$ cat src/rtl/regfile_fwd_pkg.sv
// Shared widths and the read-port source encoding for the forwarding register file.
package regfile_fwd_pkg;

  localparam int unsigned REG_BUS      = 32;
  localparam int unsigned REG_ADDR_BUS = 5;
  localparam int unsigned REG_NUM      = 2 ** REG_ADDR_BUS;

  // Which source drives a read port this cycle.
  typedef enum logic [2:0] {
    SRC_ZERO,
    SRC_EX,
    SRC_MEM,
    SRC_WB,
    SRC_ARRAY
  } fwd_src_e;

endpackage

$ cat src/rtl/regfile_fwd_fwd_mux.sv
// Per-port priority selector: reset/disable/$0, then EX, MEM, WB bypass, then array.
module fwd_mux
  import regfile_fwd_pkg::*;
#(
  parameter int unsigned DATA_W = REG_BUS,
  parameter int unsigned ADDR_W = REG_ADDR_BUS
) (
  input  logic              rst,
  input  logic              re,
  input  logic [ADDR_W-1:0] raddr,
  input  logic              ex_wreg,
  input  logic [ADDR_W-1:0] ex_wd,
  input  logic [DATA_W-1:0] ex_wdata,
  input  logic              mem_wreg,
  input  logic [ADDR_W-1:0] mem_wd,
  input  logic [DATA_W-1:0] mem_wdata,
  input  logic              we,
  input  logic [ADDR_W-1:0] waddr,
  input  logic [DATA_W-1:0] wdata,
  input  logic [DATA_W-1:0] array_word,
  output logic [DATA_W-1:0] rdata
);

  fwd_src_e src;

  always_comb begin
    src = SRC_ARRAY;
    if (rst || !re || raddr == '0)         src = SRC_ZERO;
    else if (ex_wreg && ex_wd == raddr)    src = SRC_EX;
    else if (mem_wreg && mem_wd == raddr)  src = SRC_MEM;
    else if (we && waddr == raddr)         src = SRC_WB;
  end

  always_comb begin
    rdata = '0;
    unique case (src)
      SRC_ZERO:  rdata = '0;
      SRC_EX:    rdata = ex_wdata;
      SRC_MEM:   rdata = mem_wdata;
      SRC_WB:    rdata = wdata;
      SRC_ARRAY: rdata = array_word;
      default:   rdata = '0;
    endcase
  end

endmodule

$ cat src/rtl/regfile_fwd.sv
// MIPS GPR file with EX/MEM/WB forwarding on both read ports and load-use stall detection.
module regfile_fwd
  import regfile_fwd_pkg::*;
#(
  parameter int unsigned DATA_W   = REG_BUS,
  parameter int unsigned ADDR_W   = REG_ADDR_BUS,
  parameter int unsigned NUM_REGS = 2 ** ADDR_W
) (
  input  logic              clk,
  input  logic              rst,
  input  logic              we,
  input  logic [ADDR_W-1:0] waddr,
  input  logic [DATA_W-1:0] wdata,
  input  logic              re1,
  input  logic [ADDR_W-1:0] raddr1,
  output logic [DATA_W-1:0] rdata1,
  input  logic              re2,
  input  logic [ADDR_W-1:0] raddr2,
  output logic [DATA_W-1:0] rdata2,
  input  logic              ex_wreg,
  input  logic [ADDR_W-1:0] ex_wd,
  input  logic [DATA_W-1:0] ex_wdata,
  input  logic              ex_is_load,
  input  logic              mem_wreg,
  input  logic [ADDR_W-1:0] mem_wd,
  input  logic [DATA_W-1:0] mem_wdata,
  output logic              stallreq
);

  logic [DATA_W-1:0] regs [NUM_REGS];

  always_ff @(posedge clk) begin
    if (rst) begin
      for (int unsigned i = 0; i < NUM_REGS; i++) regs[i] <= '0;
    end else if (we && waddr != '0) begin
      regs[waddr] <= wdata;
    end
  end

  fwd_mux #(.DATA_W(DATA_W), .ADDR_W(ADDR_W)) u_port1 (
    .rst(rst), .re(re1), .raddr(raddr1),
    .ex_wreg(ex_wreg), .ex_wd(ex_wd), .ex_wdata(ex_wdata),
    .mem_wreg(mem_wreg), .mem_wd(mem_wd), .mem_wdata(mem_wdata),
    .we(we), .waddr(waddr), .wdata(wdata),
    .array_word(regs[raddr1]), .rdata(rdata1)
  );

  fwd_mux #(.DATA_W(DATA_W), .ADDR_W(ADDR_W)) u_port2 (
    .rst(rst), .re(re2), .raddr(raddr2),
    .ex_wreg(ex_wreg), .ex_wd(ex_wd), .ex_wdata(ex_wdata),
    .mem_wreg(mem_wreg), .mem_wd(mem_wd), .mem_wdata(mem_wdata),
    .we(we), .waddr(waddr), .wdata(wdata),
    .array_word(regs[raddr2]), .rdata(rdata2)
  );

  // A load in EX has no data yet; any dependent read must wait one cycle for MEM forwarding.
  always_comb begin
    stallreq = 1'b0;
    if (!rst && ex_is_load && ex_wreg && ex_wd != '0)
      stallreq = (re1 && raddr1 == ex_wd) || (re2 && raddr2 == ex_wd);
  end

endmodule
$ cat config.mk
export PLATFORM = sky130hd
export DESIGN_NAME = regfile_fwd
export DESIGN_NICKNAME = d
export VERILOG_FILES = /design/src/rtl/regfile_fwd_pkg.sv /design/src/rtl/regfile_fwd_fwd_mux.sv /design/src/rtl/regfile_fwd.sv
export SDC_FILE = /design/constraint.sdc
export NUM_CORES = 2
export LEC_CHECK = 0
export ABC_CLOCK_PERIOD_IN_PS = 2400
export BUFFER_PORTS_ARGS = -buffer_cell sky130_fd_sc_hd__buf_4
export CAP_MARGIN = 10
export CORE_MARGIN = 2
export CORE_UTILIZATION = 33
export CTS_CLUSTER_DIAMETER = 200
export CTS_CLUSTER_SIZE = 28
export DETAILED_ROUTE_END_ITERATION = 12
export GPL_ROUTABILITY_DRIVEN = 0
export PLACE_DENSITY = 0.6
export SYNTH_ARGS = -nofsm -noshare
export SYNTH_HDL_FRONTEND = slang
export SYNTH_HIERARCHICAL = 1
export SYNTH_SLANG_ARGS = --single-unit
export TNS_END_PERCENT = 5
$ cat constraint.sdc
create_clock -name clk -period 2.4 [get_ports clk]
set_input_delay 0.12 -clock clk [delete_from_list [all_inputs] [get_ports clk]]
set_output_delay 0.12 -clock clk [all_outputs]
set_load 0.005 [all_outputs]
==> metrics.md <==
| Metric | Value |
|---|---|
| Outcome | finished with violations |
| Violated checks | setup timing |
| Post-route ant nets | 0 |
| Post-Synth Simple-Gate Area | 0.163 |
| Register area share after synthesis | 0.520 |
| XOR/XNOR share of the synthesized area | 0.00593 |
| Initial antenna violation count | 14 |
| Compound-Gate Fraction of Synth Area | 0.0829 |
| Largest area contributor in the netlist | edfxtp_1 |
| Maxcap violations | 0 |
| Number of global-route vias before repair | ~43000 |
| Routed wire per std cell | between 20 and 30 um |
| # clock sinks | 1024 |
| Leakage | 26.8 nW |
| Top flop regs | regs x1024 |
| VDD IR max | 0.518 mV |
| Layout Cells excl Fill | 7642 |
| Synth warn | 6 |
| Die ar. | 183000 um2 |
| Placed insts | 7565 |
| Worst-path fanout max | 2 |
| Max FFs per register | 1024 |
| DIE HEIGHT | 427 um |
| Final cycle utilization of the critical path | 1.17 |
| Slew HR | 0.582 |
| Ranking of synthesized cells by area | edfxtp_1, mux2i_1, and2_1 |
| CP startpoint kind | flop |
| Worst setup slack after layout | -410 ps |
| WP data arrival | 2690 ps |
| Hpwl dp | 142000 um |
| Mean Syn Cell Area | around 12 um2 |
| Area of the mapped netlist | 59100 um2 |
| Post-Synthesis Cells | 4977 |
| Post-synthesis adder-cell area fraction | 0 |
| Final slew viol count | 0 |
| Vias per cell | around 5.7 |
| CTS tree | built |
| Via count | between 40000 and 50000 |
| First-pass GRT wire length | approximately 310000 um |
| WP buf/inv | 2 |
| Crit-path max cell delay | about 420 ps |
| Initial DRC count | 4597 |
| Unrepaired setup endpoints after global routing | yes |
| Worst path cell trace | mux2i_1 -> a22o_1 -> nor3_1 -> a31oi_2 -> nand3_1 -> mux2i_1 -> buf_4 -> o221ai_2 -> buf_4 |
| Overflow after GRT | 0 |
| Root buffer cell | clkbuf_16 |
| Ys async rst share | 0 |
| Min Hold Slack | 46.1 ps |
| Fin area | 69000 um2 |
| Largest family of logic cells by synthesized area | multiplexers |
| Share of cells above drive strength 1 | 0.198 |
| Cell variety after synth | 39 |
| Flop and latch count out of synthesis | 1024 |
| IO buf count | slightly below 200 |
| Most flops, register | regs |
| Total power density per cell area | 539 nW/um2 |
| Count leader, synth | mux2i_1 |
| Most common flop cell mapped by yosys | edfxtp_1 |
| Core area | 178000 um2 |
| Hold Vio Cnt, Final | 0 |
| Yosys top cell area share | 0.520 |
| Critical path class | reg2out |
| Clk pin slew, worst setup/hold paths | 110 ps |
| Nets | 5406 |
| Final setup violation count | 64 |
| Number of I/O pins | 194 |
| TritonRoute pass-1 iters | 6 |
| Worst hold path type | in2reg |
| Multiplexer area fraction after synthesis | 0.184 |
| Critical Path RT | 2280 ps |
| CTS buffer count | 42 |
| Family with the most delay on the worst path | compound AO/OA/AOI/OAI gates |
| Initial Util | 0.332 |
| Setup crit end kind | output pin |
| Row Count | between 150 and 200 |
| Die X-Extent | 427 um |
| Slew at the pin closest to its max-slew limit | 627 ps |
| Slowest cell on the critical path | nor3_1 |
| GRT Resource Usage Total | 0.233 |
| Synth cell count leaders | mux2i_1, edfxtp_1, and2_1, nand2_1, clkbuf_1 |
| WL final | approximately 220000 um |
| Pin count of the biggest net entering global routing | 51 |
| Fin util | 0.387 |
| Htree depth | 2 |
| DRC | 0 |
| Cell Area, Placed | approximately 66000 um2 |
| Post-synth EDFFs | 1024 |
| Area grow syn2layout | 16.7% |
| Tmin final | 2810 ps |
| Fmax | 356 MHz |
| CTS max path bufs | 3 |
worst paths after layout:
kind  depth (start not counted)           end         from  slack (ps)
min                           2  regs[30][15]    wdata[15]          50
max                           9    rdata1[14]  regs[7][14]        -410
report_power, final:
part / switching (W) / internal, W
registers: 0.000517 / 0.0206
clock network: 0.00570 / 0.00322
logic: 0.00430 / 0.00284
total: 0.0105 / 0.0267
per-stage QoR:
step | setup WS (ps) | total power (W) | TNS, ps
floorplan | 649 | 0.0249 | 0
detailed placement | -627 | 0.0282 | -11520
finish | -410 | 0.0372 | -16770
global placement | -613 | 0.0280 | -10050
global route | -454 | 0.0382 | -23610
CTS | -394 | 0.0371 | -18220
kinds of logic (layout without fill, tap and decap cells):
family	count (synthesis)	in the layout
compound gates	642	642
xor+xnor	40	40
flops	1024	1024
mux	1088	1088
other cells	1	40
buf+inv	494	765
simple gates	1688	1688
timing repair:
action | CTS | global route
setup buffers | 0 | 6
hold buffers | 26 | 0
pin swaps | 35 | 14
hold endpoints to repair | 525 | 0
endpoints found under the setup margin | 64 | 64
cloned | 0 | 0
resized for setup | 193 | 25
layer usage:
layer | share of wire | GRT usage
met5 | 0 | 0
met4 | 0.047 | 0.101
met3 | 0.082 | 0.0343
met2 | 0.47 | 0.379
met1 | 0.40 | 0.307
final cells by class:
cell class / count / area [um2]
Sequential cell: 1024 / 30700
Clock inverter: 4 / 50.0
Tap cell: 2355 / 2950
Antenna cell: 8 / 20.0
Timing Repair Buffer: 719 / 6830
Multi-Input combinational cell: 3490 / 27300
Clock buffer: 42 / 1050
Fill cell: 16700 / 109000
cell usage in the layout (no fill, tap or decap), types with 64 or more instances in the layout:
cell      count
edfxtp_1   1024
o221ai_2     64
a22oi_1     192
nand2_1     259
and2_1      992
a21oi_1     192
buf_4       573
a22o_1      128
buf_12      104
mux2i_1    1042
nand4_1      64
nand3_1     147
No activity file was read; power rests on OpenSTA's default activity.
